[config.mk]
export PLATFORM = sky130hd
export DESIGN_NAME = i2c_target_regbridge
export DESIGN_NICKNAME = d
export VERILOG_FILES = /design/src/rtl/i2c_pkg.sv /design/src/rtl/i2c_in_cond.sv /design/src/rtl/i2c_target_regbridge.sv
export SDC_FILE = /design/constraint.sdc
export NUM_CORES = 1
export LEC_CHECK = 0
export CORE_UTILIZATION = 60
export CTS_CLUSTER_SIZE = 12
export DETAILED_ROUTE_END_ITERATION = 12
export PLACE_DENSITY = 0.82
export SLEW_MARGIN = 20
export SYNTH_ARGS = -nofsm -noshare
export SYNTH_HDL_FRONTEND = slang
export SYNTH_SLANG_ARGS = --single-unit
[constraint.sdc]
create_clock -name clk -period 3.3 [get_ports clk]
set_clock_uncertainty 0.05 [all_clocks]
set_input_delay 0.33 -clock clk [delete_from_list [all_inputs] [get_ports clk]]
set_output_delay 0.33 -clock clk [all_outputs]
set_load 0.02 [all_outputs]
[src/rtl/i2c_pkg.sv]
`timescale 1ns/1ps
// Shared definitions for the I2C target register bridge: FSM states and bus constants.
package i2c_pkg;
  localparam int I2C_ADDR_W = 7;
  localparam int I2C_BYTE_W = 8;

  localparam logic RW_WRITE = 1'b0;
  localparam logic RW_READ  = 1'b1;

  typedef enum logic [3:0] {
    ST_IDLE,
    ST_ADDR,
    ST_ADDR_ACK,
    ST_PTR,
    ST_PTR_ACK,
    ST_WR_DATA,
    ST_WR_ACK,
    ST_RD_DATA,
    ST_RD_ACK,
    ST_IGNORE
  } i2c_state_e;
endpackage

[src/rtl/i2c_in_cond.sv]
`timescale 1ns/1ps
// SCL/SDA conditioning: 2-FF synchronizer, FILTER_LEN-sample glitch filter,
// then edge and START/STOP detection on the filtered levels.
module i2c_in_cond #(
  parameter int FILTER_LEN = 3
) (
  input  logic i_clk,
  input  logic i_reset,
  input  logic i_scl,
  input  logic i_sda,
  output logic o_sda_f,
  output logic o_scl_rise,
  output logic o_scl_fall,
  output logic o_start,
  output logic o_stop
);
  // Bits [1:0] are the synchronizer; bits [FILTER_LEN:1] form the filter window.
  logic [FILTER_LEN:0] r_sh_scl;
  logic [FILTER_LEN:0] r_sh_sda;
  logic                r_scl_f;
  logic                r_sda_f;
  logic                r_scl_d;
  logic                r_sda_d;

  always_ff @(posedge i_clk) begin
    if (i_reset) begin
      r_sh_scl <= '1;
      r_sh_sda <= '1;
      r_scl_f  <= 1'b1;
      r_sda_f  <= 1'b1;
      r_scl_d  <= 1'b1;
      r_sda_d  <= 1'b1;
    end else begin
      r_sh_scl <= {r_sh_scl[FILTER_LEN-1:0], i_scl};
      r_sh_sda <= {r_sh_sda[FILTER_LEN-1:0], i_sda};
      if (&r_sh_scl[FILTER_LEN:1])       r_scl_f <= 1'b1;
      else if (~|r_sh_scl[FILTER_LEN:1]) r_scl_f <= 1'b0;
      if (&r_sh_sda[FILTER_LEN:1])       r_sda_f <= 1'b1;
      else if (~|r_sh_sda[FILTER_LEN:1]) r_sda_f <= 1'b0;
      r_scl_d <= r_scl_f;
      r_sda_d <= r_sda_f;
    end
  end

  assign o_sda_f    = r_sda_f;
  assign o_scl_rise = r_scl_f & ~r_scl_d;
  assign o_scl_fall = ~r_scl_f & r_scl_d;
  // SCL must be stably high across the SDA transition to count as a bus event.
  assign o_start    = ~r_sda_f & r_sda_d & r_scl_f & r_scl_d;
  assign o_stop     = r_sda_f & ~r_sda_d & r_scl_f & r_scl_d;
endmodule

[src/rtl/i2c_target_regbridge.sv]
`timescale 1ns/1ps
// I2C target that maps register-pointer transactions onto a parallel
// register read/write port. SCL is input-only; no clock stretching.
module i2c_target_regbridge
  import i2c_pkg::*;
#(
  parameter logic [I2C_ADDR_W-1:0] TARGET_ADDR = 7'h2A,
  parameter int                    PTR_W       = 4,
  parameter int                    FILTER_LEN  = 3
) (
  input  logic                  clk,
  input  logic                  reset,
  input  logic                  scl_in,
  input  logic                  sda_in,
  output logic                  sda_oe,
  output logic                  wr_strobe,
  output logic [PTR_W-1:0]      wr_addr,
  output logic [I2C_BYTE_W-1:0] wr_data,
  output logic [PTR_W-1:0]      rd_addr,
  input  logic [I2C_BYTE_W-1:0] rd_data,
  output logic                  rd_strobe,
  output logic                  busy
);
  logic w_sda_f, w_scl_rise, w_scl_fall, w_start, w_stop;

  i2c_in_cond #(.FILTER_LEN(FILTER_LEN)) u_in_cond (
    .i_clk      (clk),
    .i_reset    (reset),
    .i_scl      (scl_in),
    .i_sda      (sda_in),
    .o_sda_f    (w_sda_f),
    .o_scl_rise (w_scl_rise),
    .o_scl_fall (w_scl_fall),
    .o_start    (w_start),
    .o_stop     (w_stop)
  );

  i2c_state_e            r_state, w_state_nxt;
  logic [3:0]            r_bitcnt, w_bitcnt_nxt;
  logic [I2C_BYTE_W-1:0] r_shift, w_shift_nxt, w_rx_byte;
  logic [PTR_W-1:0]      r_ptr, w_ptr_nxt;
  logic [PTR_W-1:0]      r_wr_addr, w_wr_addr_nxt;
  logic [I2C_BYTE_W-1:0] r_wr_data, w_wr_data_nxt;
  logic                  r_sda_oe, w_sda_oe_nxt;
  logic                  r_busy, w_busy_nxt;
  logic                  r_wr_strobe, w_wr_strobe_nxt;
  logic                  r_rd_strobe, w_rd_strobe_nxt;

  assign w_rx_byte = {r_shift[I2C_BYTE_W-2:0], w_sda_f};

  always_ff @(posedge clk) begin
    if (reset) begin
      r_state     <= ST_IDLE;
      r_bitcnt    <= '0;
      r_shift     <= '0;
      r_ptr       <= '0;
      r_wr_addr   <= '0;
      r_wr_data   <= '0;
      r_sda_oe    <= 1'b0;
      r_busy      <= 1'b0;
      r_wr_strobe <= 1'b0;
      r_rd_strobe <= 1'b0;
    end else begin
      r_state     <= w_state_nxt;
      r_bitcnt    <= w_bitcnt_nxt;
      r_shift     <= w_shift_nxt;
      r_ptr       <= w_ptr_nxt;
      r_wr_addr   <= w_wr_addr_nxt;
      r_wr_data   <= w_wr_data_nxt;
      r_sda_oe    <= w_sda_oe_nxt;
      r_busy      <= w_busy_nxt;
      r_wr_strobe <= w_wr_strobe_nxt;
      r_rd_strobe <= w_rd_strobe_nxt;
    end
  end

  always_comb begin
    w_state_nxt     = r_state;
    w_bitcnt_nxt    = r_bitcnt;
    w_shift_nxt     = r_shift;
    w_ptr_nxt       = r_ptr;
    w_wr_addr_nxt   = r_wr_addr;
    w_wr_data_nxt   = r_wr_data;
    w_sda_oe_nxt    = r_sda_oe;
    w_busy_nxt      = r_busy;
    w_wr_strobe_nxt = 1'b0;
    w_rd_strobe_nxt = 1'b0;
    if (w_start) begin
      w_state_nxt  = ST_ADDR;
      w_bitcnt_nxt = '0;
      w_sda_oe_nxt = 1'b0;
      w_busy_nxt   = 1'b0;
    end else if (w_stop) begin
      w_state_nxt  = ST_IDLE;
      w_sda_oe_nxt = 1'b0;
      w_busy_nxt   = 1'b0;
    end else begin
      unique case (r_state)
        ST_ADDR, ST_PTR, ST_WR_DATA: begin
          if (w_scl_rise) begin
            w_shift_nxt  = w_rx_byte;
            w_bitcnt_nxt = r_bitcnt + 4'd1;
            if (r_bitcnt == 4'd7) begin
              w_bitcnt_nxt = '0;
              if (r_state == ST_ADDR) begin
                if (w_rx_byte[7:1] == TARGET_ADDR) begin
                  w_state_nxt = ST_ADDR_ACK;
                  w_busy_nxt  = 1'b1;
                end else begin
                  w_state_nxt = ST_IGNORE;
                end
              end else if (r_state == ST_PTR) begin
                w_ptr_nxt   = w_rx_byte[PTR_W-1:0];
                w_state_nxt = ST_PTR_ACK;
              end else begin
                w_wr_addr_nxt   = r_ptr;
                w_wr_data_nxt   = w_rx_byte;
                w_wr_strobe_nxt = 1'b1;
                w_ptr_nxt       = r_ptr + 1'b1;
                w_state_nxt     = ST_WR_ACK;
              end
            end
          end
        end
        // First falling edge asserts the ACK, the second releases it and moves on.
        ST_ADDR_ACK, ST_PTR_ACK, ST_WR_ACK: begin
          if (w_scl_fall) begin
            if (!r_sda_oe) begin
              w_sda_oe_nxt = 1'b1;
            end else begin
              w_sda_oe_nxt = 1'b0;
              w_bitcnt_nxt = '0;
              if (r_state != ST_ADDR_ACK) begin
                w_state_nxt = ST_WR_DATA;
              end else if (r_shift[0] == RW_READ) begin
                w_shift_nxt     = rd_data;
                w_sda_oe_nxt    = ~rd_data[7];
                w_rd_strobe_nxt = 1'b1;
                w_state_nxt     = ST_RD_DATA;
              end else begin
                w_state_nxt = ST_PTR;
              end
            end
          end
        end
        ST_RD_DATA: begin
          if (w_scl_rise) begin
            w_bitcnt_nxt = r_bitcnt + 4'd1;
          end else if (w_scl_fall) begin
            if (r_bitcnt == 4'd8) begin
              w_sda_oe_nxt = 1'b0;
              w_ptr_nxt    = r_ptr + 1'b1;
              w_bitcnt_nxt = '0;
              w_state_nxt  = ST_RD_ACK;
            end else begin
              w_shift_nxt  = {r_shift[I2C_BYTE_W-2:0], 1'b0};
              w_sda_oe_nxt = ~r_shift[I2C_BYTE_W-2];
            end
          end
        end
        // bitcnt==1 marks "host ACKed, reload on the coming falling edge".
        ST_RD_ACK: begin
          if (w_scl_rise) begin
            if (w_sda_f) begin
              w_state_nxt = ST_IGNORE;
              w_busy_nxt  = 1'b0;
            end else begin
              w_bitcnt_nxt = 4'd1;
            end
          end else if (w_scl_fall && r_bitcnt == 4'd1) begin
            w_shift_nxt     = rd_data;
            w_sda_oe_nxt    = ~rd_data[7];
            w_rd_strobe_nxt = 1'b1;
            w_bitcnt_nxt    = '0;
            w_state_nxt     = ST_RD_DATA;
          end
        end
        ST_IDLE, ST_IGNORE: w_sda_oe_nxt = 1'b0;
        default:            w_state_nxt  = ST_IDLE;
      endcase
    end
  end

  assign sda_oe    = r_sda_oe;
  assign wr_strobe = r_wr_strobe;
  assign wr_addr   = r_wr_addr;
  assign wr_data   = r_wr_data;
  assign rd_addr   = r_ptr;
  assign rd_strobe = r_rd_strobe;
  assign busy      = r_busy;
endmodule

; After elaboration in Yosys (flattened, before gate mapping)
; Cells that the tools add are included.
[totals]
reg_bits = 47
latchBits = 0
ram_bits = 0
mem_bits_ro = 0
out_inout_bits = 20
memories = 0
[op_classes]
addsub = 2
n_mul = 0
div_mod_pow = 0
order_cmp = 0
n_eq_ne = 46
n_shift = 0
mux = 73
bitwise_logic = 22
n_reduce_logical = 27
[op_table]
columns = cell, n
row1 = 2-to-1 mux 4 bit, 29
row2 = 2-to-1 mux 7 bit, 10
row3 = != test 2 bit (second input constant), 14
row4 = case mux 7 bit (4 select lines), 1
row5 = 2-to-1 mux 1 bit, 24
row6 = != test 4 x 2 -> 1 bit (second input constant), 6
row7 = == test 4 x 3 -> 1 bit (second input constant), 5
row8 = case mux 4 bit (5 select lines), 1
row9 = AND reduction 10 bit, 2
row10 = AND reduction 9 bit, 2
row11 = case mux 4 bit (4 select lines), 1
row12 = OR reduction 3 bit, 5
row13 = NOT 1 bit, 14
row14 = AND reduction 7 bit, 2
row15 = AND reduction 13 bit, 1
row16 = == test 4 bit (second input constant), 3
row17 = AND reduction 12 bit, 1
row18 = != test 3 x 2 -> 1 bit (second input constant), 3
row19 = adder 4 x 1 -> 4 bit (second input constant), 2
row20 = bitwise AND 1 bit, 8
row21 = == test 4 x 1 -> 1 bit (second input constant), 2
row22 = == test 4 x 2 -> 1 bit (second input constant), 2
row23 = case mux 4 bit (2 select lines), 1
row24 = nonzero test 4 bit, 2
row25 = other kinds (19), 29

; Logic depth before layout (Yosys ltp)
; Gate-level depths: netlist (run 1).
[depth]
depth_word = 8
depth_mapped = 7
ltp_nobuf = 7

; Hierarchy
; From an unflattened synthesis (run 1), not the netlist that was laid out.
[unflattened]
cells_unflattened = 335
area_unflattened_um2 = 2737.6
[modules_own_cells]
columns = mod, instances, cells_per_inst, area_each_um2, seq_area_each_um2
row1 = i2c_target_regbridge, 1, 299, 2339.7, 700.7
row2 = i2c_in_cond, 1, 36, 397.9, 240.2

; Least setup slack after synthesis (run 1)
; OpenSTA, ideal clock, no wires.
[synth_path]
kind = reg2reg
from = reg r_bitcnt[0]
to = reg r_ptr[0], in the netlist rd_addr[0]
arrival_ps = 1844
required_time_ps = 3176
path_slack_ps = 1332
path_stages_with_launch = 7
path_buffers = 0
cell_sequence = dfxtp_1 > ha_1 > nand3b_2 > or3_4 > a211o_4 > or3_1 > a31oi_1
[synth_via]
elab_chain_len = 3
word_cells_on_any_way = 5
classes_between = eq/ne: 4 / reduce/logical: 1
[synth_rtl]
columns = element, line_no
row1 = "start, declared", i2c_target_regbridge.sv:39  ; logic [3:0] r_bitcnt, w_bitcnt_nxt;
row2 = "start signal, assigned", i2c_target_regbridge.sv:65  ; r_bitcnt <= w_bitcnt_nxt;
row3 = == test 4 bit / == test 4 x 3 -> 1 bit (equally long branches), "i2c_target_regbridge.sv:150, i2c_target_regbridge.sv:103"
row4 = != test 2 bit (no line), -
row5 = AND reduction 9 bit (no line) (*), -
row6 = "end signal, assigned", i2c_target_regbridge.sv:67  ; r_ptr <= w_ptr_nxt;
row7 = "end, declared", i2c_target_regbridge.sv:41  ; logic [PTR_W-1:0] r_ptr, w_ptr_nxt;
; Every way passes the cells marked *; elsewhere a longest branch is shown, timed or not.
; A chain may end at the register's enable or synchronous reset.

; Worst setup path in the final report (run 1)
[layout_path]
from = reg r_state[0]
to = reg r_ptr[0], in the netlist rd_addr[0]
[layout_via]
elab_chain_len = 6
word_cells_on_any_way = 18
classes_between = eq/ne: 10 / mux: 5 / reduce/logical: 3
[layout_rtl]
columns = element, line_no
row1 = "start, declared", i2c_target_regbridge.sv:38  ; i2c_state_e r_state, w_state_nxt;
row2 = "start signal, assigned", i2c_target_regbridge.sv:64  ; r_state <= w_state_nxt;
row3 = == test 4 x 2 -> 1 bit, "i2c_target_regbridge.sv:98, i2c_target_regbridge.sv:112"
row4 = 2-to-1 mux 4 bit, i2c_target_regbridge.sv:112  ; end else if (r_state == ST_PTR) begin
row5 = 2-to-1 mux 4 bit, i2c_target_regbridge.sv:105  ; if (r_state == ST_ADDR) begin
row6 = 2-to-1 mux 4 bit, i2c_target_regbridge.sv:103  ; if (r_bitcnt == 4'd7) begin
row7 = 2-to-1 mux 4 bit, i2c_target_regbridge.sv:100  ; if (w_scl_rise) begin
row8 = case mux 4 bit (2 select lines), i2c_target_regbridge.sv:98  ; unique case (r_state)
; Parallel ways exist; a longest one is shown, timed or not. The select of a mux whose other input is x is not followed.

==> impl_metrics.env, run 1 <==
export IMPL_status="finished clean"
export IMPL_met2_length_um=3340
export IMPL_max_freq_ghz=0.397
export IMPL_io_pins=32
export IMPL_grt_first_pass_wirelength_um=11000
export IMPL_syn_avg_cell_area_um2=8.36
export IMPL_grt_setup_unrepaired="false"
export IMPL_setup_viol_count_final=0
export IMPL_dpl_hpwl_um=5020
export IMPL_critPathBufInv=0
export IMPL_met1_length_um=2990
export IMPL_antenna_found_initial=0
export IMPL_drtIter0Drc=401
export IMPL_hold_class="reg -> reg"
export IMPL_reg2reg_depth=5
export IMPL_cts_sinks=47
export IMPL_drv_cap=0
export IMPL_min_period_over_period_pct=76.3
export IMPL_post_synth_num_cell_types=62
export IMPL_postSynthNetCount=329
export IMPL_post_cts_resized=0
export IMPL_initial_utilization_pct=64.0
export IMPL_cp_arrival_ns=2.69
export IMPL_core_mm2=0.00409
export IMPL_critPathSlowestCell="dfxtp_1"
export IMPL_synth_seq_area_share_pct=36.0
export IMPL_cts_tree="built"
export IMPL_holdPathEnd="u_in_cond.r_sh_sda[1]$_SDFF_PP1_"
export IMPL_clockBufferDepth=2
export IMPL_p_leak_nw=1.13
export IMPL_post_route_cell_area_mm2=0.00302
export IMPL_drv_slew=0
export IMPL_clk_insertion_delay_late_ns=0.30
export IMPL_grt_usage_pct=32.0
export IMPL_vdd_ir_drop_max_v=0.000277
export IMPL_dieHeight_um=68.0
export IMPL_rows=23
export IMPL_drc=0
export IMPL_cp_depth=5
export IMPL_min_period_ns=2.52
export IMPL_synthTopCellsByArea="dfxtp_1 (36%), a21oi_1 (5.5%), mux2i_1 (5.4%)"
export IMPL_fin_nets=352
export IMPL_ys_async_sr_fraction_pct=0
export IMPL_n_antenna_cell=0
export IMPL_h_tree_depth=2
export IMPL_grt_pass1_vias=2273
export IMPL_cts_root_buf="clkbuf_8"
export IMPL_syn_inst=313
export IMPL_cts_clk_slew_worst_paths_ns=0.09
export IMPL_synth_ff_type="dfxtp_1"
export IMPL_top_layer="met4"
export IMPL_hold_violations=0
export IMPL_routabilityCongestion=0.953
export IMPL_r2r_start="r_state[0]$_SDFFE_PP0P_"
export IMPL_nFillCells=334
export IMPL_regToRegEndpoint="rd_addr[0]$_SDFFE_PP0P_"
export IMPL_wl_per_cell_um=18.1
export IMPL_min_path_cells=1
export IMPL_worstPathMaxFanout=20
export IMPL_viasPerCell=6.59
export IMPL_worstSetupPathType="reg -> reg"
export IMPL_grt_overflow=0
export IMPL_synth_top_cell_by_area="dfxtp_1"
export IMPL_register_area_um2=941
export IMPL_post_cts_buffers=0
export IMPL_firstDrtPassIters=5
export IMPL_cpPeakStageDelay_ns=0.74
export IMPL_yosys_warnings=0
export IMPL_netlist_area_mm2=0.00262
export IMPL_vias=2545
export IMPL_wl_met3_um=466
export IMPL_end_kind="flip-flop"
export IMPL_dieArea_mm2=0.00463
export IMPL_whs_ns=0.367
export IMPL_drt_wl_total_um=6980
export IMPL_min_from="u_in_cond.r_sh_sda[0]$_SDFF_PP1_"
export IMPL_dieWidth_um=68.0
export IMPL_area_growth_pct=15.4
export IMPL_r2r_slack_ns=0.78
export IMPL_tns_ns=0
export IMPL_tightest_slew_ns=0.895
export IMPL_relSlewSlack_pct=40.2
export IMPL_ys_ff_latch=47
export IMPL_power_uw=968
export IMPL_crit_chain="nor2b_1 -> o211ai_1 -> a211o_4 -> or3_1 -> a31oi_1"
export IMPL_portBuffers=31
export IMPL_startpoint_type="flip-flop"
export IMPL_grt_max_degree=34
export IMPL_cp_data_required_time_ns=3.48
export IMPL_drive_gt1_share_pct=10.4
export IMPL_placed_area_mm2=0.00293
export IMPL_path_delay_family="simple AND/OR/NAND/NOR gates"
export IMPL_ant_nets=0
export IMPL_synth_top_area_share_pct=36.0
export IMPL_multiInputGateArea_mm2=0.00154
export IMPL_cts_buffers=5
export IMPL_synth_edff_count=0
export IMPL_holdBufCountCts=0
export IMPL_cellPowerDensity_mw_per_mm2=321
kinds of logic after synthesis:
| kind of cell | after synthesis | synth area share, % |
|---|---|---|
| adder cells (fa/ha/maj) | 5 | 2.30 |
| buffers and inverters | 33 | 5.36 |
| AND/OR/NAND/NOR | 128 | 28.3 |
| multiplexers | 15 | 5.79 |
| AO/OA/AOI/OAI | 85 | 22.3 |
| flip-flops | 47 | 36.0 |
worst max-delay path by stage:
stage / start / end / slack, ns
6_report: r_state[0]$_SDFFE_PP0P_ / rd_addr[0]$_SDFFE_PP0P_ / 0.78
5_1_grt: r_state[0]$_SDFFE_PP0P_ / r_shift[6]$_SDFFE_PP0P_ / 0.65
4_1_cts: r_state[0]$_SDFFE_PP0P_ / rd_addr[0]$_SDFFE_PP0P_ / 0.87
3_5_place_dp: r_state[0]$_SDFFE_PP0P_ / rd_addr[0]$_SDFFE_PP0P_ / 0.91
3_3_place_gp: r_state[0]$_SDFFE_PP0P_ / rd_addr[0]$_SDFFE_PP0P_ / 0.99
2_1_floorplan: r_bitcnt[0]$_SDFFE_PP0P_ / rd_addr[0]$_SDFFE_PP0P_ / 1.33
cell usage in the layout (no fill, tap or decap), types with 4 or more instances in the layout:
cell type        Yosys  routed
a31oi_1              4       4
nor3b_1              4       4
or2_2               15      15
nand4_1              4       4
a21oi_1             29      29
o21ai_0              9       9
nor3_1              16      16
o31ai_1              5       5
mux2i_1             14      14
inv_1               15      15
o32ai_1              5       5
clkbuf_8             0       6
nand3_1             10      10
nand2_1             12      12
nor2b_1              7       7
nand2b_1             5       5
dfxtp_1             47      47
a211oi_1             5       5
ha_1                 4       4
nor2_1              30      30
clkdlybuf4s50_1      0      31
cell type report:
type | count | share of cell area, %
multi-input cells | 233 | 50.8
clock inverters | 1 | 0.290
clock buffers | 6 | 2.74
repair buffers | 34 | 11.0
flip-flops and latches | 47 | 31.2
inverters | 15 | 1.86
well taps | 50 | 2.07
layer usage:
metal  global-route usage, %  vias to the layer above
met5                       0                        -
met4                    12.2                        0
met3                    6.33                       22
met2                    50.5                      137
met1                    42.7                     1189
li1                        -                     1197
sequential cells by signal (all words and copies together), names as in the netlist:
signal              cells
wr_strobe               1
u_in_cond.r_sda_d       1
u_in_cond.r_scl_f       1
wr_addr                 4
r_shift                 7
busy                    1
sda_oe                  1
rd_strobe               1
u_in_cond.r_sh_scl      4
u_in_cond.r_scl_d       1
wr_data                 8
u_in_cond.o_sda_f       1
r_state                 4
u_in_cond.r_sh_sda      4
rd_addr                 4
r_bitcnt                4
worst register-to-register path, delay by kind of cell, from the launching register on:
kind	cells	cell delay, ns
AND/OR/NAND/NOR	2	0.85
AO/OA/AOI/OAI	3	0.80
flip-flops	1	0.74
per-stage QoR:
stage	util (%)	instances	setup WS (ns)
floorplan	-	313	1.33
global placement	71.6	379	0.986
detailed placement	71.6	379	0.908
CTS	73.9	386	0.873
global route	73.9	386	0.654
finish	73.9	386	0.781
cells in the mapped netlist (3+ instances only):
library cell and instances:
dfxtp_1 47, nor2_1 30, a21oi_1 29, nor3_1 16, inv_1 15, or2_2 15
mux2i_1 14, nand2_1 12, nand3_1 10, clkbuf_1 9, o21ai_0 9, buf_2 7
nor2b_1 7, a211oi_1 5, nand2b_1 5, o31ai_1 5, o32ai_1 5, a31oi_1 4
ha_1 4, nand4_1 4, nor3b_1 4, a32oi_1 3, o211ai_1 3, o21a_1 3
report_power, final:
| part | switching [mW] | total, mW | internal, mW |
|---|---|---|---|
| clock | 0.198 | 0.367 | 0.169 |
| combinational | 0.0138 | 0.0303 | 0.0165 |
| sequential | 0.00154 | 0.571 | 0.570 |
| total | 0.213 | 0.968 | 0.755 |
Note: power is estimated with default switching activity, not from simulation.
==> run 2: changes to the inputs <==
--- a/config.mk
+++ b/config.mk
@@ -5,10 +5,10 @@
 export SDC_FILE = /design/constraint.sdc
 export NUM_CORES = 1
 export LEC_CHECK = 0
-export CORE_UTILIZATION = 60
+export CORE_UTILIZATION = 50
 export CTS_CLUSTER_SIZE = 12
 export DETAILED_ROUTE_END_ITERATION = 12
-export PLACE_DENSITY = 0.82
+export PLACE_DENSITY = 0.73
 export SLEW_MARGIN = 20
 export SYNTH_ARGS = -nofsm -noshare
 export SYNTH_HDL_FRONTEND = slang
==> constraint.sdc (replaced) <==
create_clock -name clk -period 2.3 [get_ports clk]
set_clock_uncertainty 0.05 [all_clocks]
set_input_delay 0.23 -clock clk [delete_from_list [all_inputs] [get_ports clk]]
set_output_delay 0.23 -clock clk [all_outputs]
set_load 0.02 [all_outputs]
==> impl_metrics.env, run 2 (same netlist as run 1, synthesis figures left out) <==
export IMPL_drv_cap=0
export IMPL_worstSetupPathType="reg -> reg"
export IMPL_multiInputGateArea_mm2=0.00155
export IMPL_io_pins=32
export IMPL_tns_ns=0
export IMPL_h_tree_depth=2
export IMPL_min_from="u_in_cond.r_sh_scl[0]$_SDFF_PP1_"
export IMPL_grt_max_degree=39
export IMPL_clockBufferDepth=2
export IMPL_cellPowerDensity_mw_per_mm2=468
export IMPL_core_mm2=0.00488
export IMPL_grt_pass1_vias=2113
export IMPL_r2r_start="r_bitcnt[0]$_SDFFE_PP0P_"
export IMPL_dieWidth_um=74.3
export IMPL_drc=0
export IMPL_combPwrFrac_pct=2.9
export IMPL_min_period_ns=2.18
export IMPL_cts_buffers=5
export IMPL_final_cell_mix="dfxtp_1 (47), clkdlybuf4s50_1 (31), nor2_1 (30)"
export IMPL_p_clk_share_pct=42.0
export IMPL_grt_first_pass_wirelength_um=10600
export IMPL_switchingPower_uw=319
export IMPL_cts_tree="built"
export IMPL_dieArea_mm2=0.00553
export IMPL_drt_wl_total_um=6580
export IMPL_worstPathMaxFanout=8
export IMPL_largest_register_ffs=8
export IMPL_finalNonFillerCells=417
export IMPL_min_period_over_period_pct=94.7
export IMPL_rows=25
export IMPL_swShare_pct=21.4
export IMPL_relSlewSlack_pct=58.5
export IMPL_cp_arrival_ns=2.37
export IMPL_firstDrtPassIters=5
export IMPL_routabilityCongestion=1.00
export IMPL_post_cts_buffers=0
export IMPL_dpl_hpwl_um=4780
export IMPL_drtIter0Drc=221
export IMPL_p_leak_nw=1.21
export IMPL_hold_violations=0
export IMPL_drive_gt1_share_pct=14.3
export IMPL_viasPerCell=5.81
export IMPL_initial_utilization_pct=53.6
export IMPL_portBuffers=31
export IMPL_cts_sinks=47
export IMPL_pwr_share_seq_pct=55.1
export IMPL_setup_viol_count_final=0
export IMPL_drv_slew=0
export IMPL_tightest_slew_ns=0.623
export IMPL_startpoint_type="flip-flop"
export IMPL_vdd_ir_drop_max_v=0.000500
export IMPL_grt_usage_pct=25.1
export IMPL_status="finished clean"
export IMPL_antenna_found_initial=0
export IMPL_internal_power_mw=1.17
export IMPL_vias=2424
export IMPL_area_growth_pct=21.5
export IMPL_cts_clk_slew_worst_paths_ns=0.09
export IMPL_fin_nets=365
export IMPL_hold_class="reg -> reg"
export IMPL_ant_nets=0
export IMPL_grt_setup_unrepaired="true"
export IMPL_wl_per_cell_um=15.8
export IMPL_crit_start="r_bitcnt[0]$_SDFFE_PP0P_"
export IMPL_max_freq_ghz=0.459
export IMPL_final_common_cell="dfxtp_1"
export IMPL_grt_overflow=0
export IMPL_end_kind="flip-flop"
export IMPL_dieHeight_um=74.3
export IMPL_register_area_um2=941
export IMPL_clk_insertion_delay_late_ns=0.30
export IMPL_dpl_cell_count=409
export IMPL_nFillCells=439
export IMPL_cp_data_required_time_ns=2.49
export IMPL_cts_root_buf="clkbuf_8"
export IMPL_n_antenna_cell=0
export IMPL_holdBufCountCts=0
-- run 2: cell types whose count changed in the layout (fill, tap and decap cells not counted) --
cell        change
a2111oi_4       +1
buf_4          +13
or4b_1          -1
or4b_4          +1
clkinvlp_4      +1
a2111oi_2       -1
clkbuf_8        -1
bufinv_16       +1
-- run 2: per-stage QoR --
stage / total power, mW / instance area [um^2] / hold WS, ns / util, % / setup slack (ns)
after detailed placement: 0.882 / 3050 / 0.345 / 62.4 / 0.0276
final: 1.49 / 3180 / 0.364 / 65.1 / 0.122
after global placement: 0.882 / 3050 / 0.345 / 62.4 / 0.115
after global routing: 1.55 / 3180 / 0.388 / 65.1 / -0.00452
after floorplan: 0.857 / 2620 / 0.284 / - / 0.332
after CTS: 1.51 / 3170 / 0.366 / 65.1 / 0.133
-- run 2: worst paths after layout --
check / cells past startpoint / slack, ns / to
worst min register to register: 1 / 0.36 / u_in_cond.r_sh_scl[1]$_SDFF_PP1_
worst min-delay path: 1 / 0.36 / u_in_cond.r_sh_scl[1]$_SDFF_PP1_
worst max register to register: 6 / 0.12 / rd_addr[0]$_SDFFE_PP0P_
worst max-delay path: 6 / 0.12 / rd_addr[0]$_SDFFE_PP0P_
-- run 2: area by class of cell --
type	count	area share, %
Multi-Input combinational cell	233	48.8
Inverter	15	1.77
Clock buffer	5	2.17
Timing Repair Buffer	47	13.5
Clock inverter	3	1.46
Sequential cell	47	29.6
Tap cell	67	2.64
-- run 2: repair_timing --
action                                  CTS  global route
endpoints found under the setup margin    1             2
gates cloned                              0             0
gates resized for setup                   1             1
endpoints found under the hold margin     0             0
-- run 2: critical path: stages, from the launching register on --
cell and delay [ns]:
dfxtp_1 0.42, ha_1 0.24, nand3b_2 0.15, or3_4 0.36, a211o_4 0.38, or3_1 0.36
a31oi_1 0.16
-- run 2: layer usage --
metal	global-route usage (%)	vias to the layer above	share of wire, %	wire (um)
met2	37.3	87	44	2910
met3	5.01	9	6.6	432
met4	6.08	0	0.99	65
li1	-	1219	-	-
met5	0	-	0	0
met1	37.3	1109	48	3180
-- run 2: power by group through the flow --
stage,clock (mW),sequential [mW],combinational (mW)
after floorplan,0,0.838,0.0186
after global placement,0,0.839,0.0433
after detailed placement,0,0.839,0.0430
after CTS,0.647,0.820,0.0435
after global routing,0.681,0.821,0.0466
final,0.625,0.820,0.0431
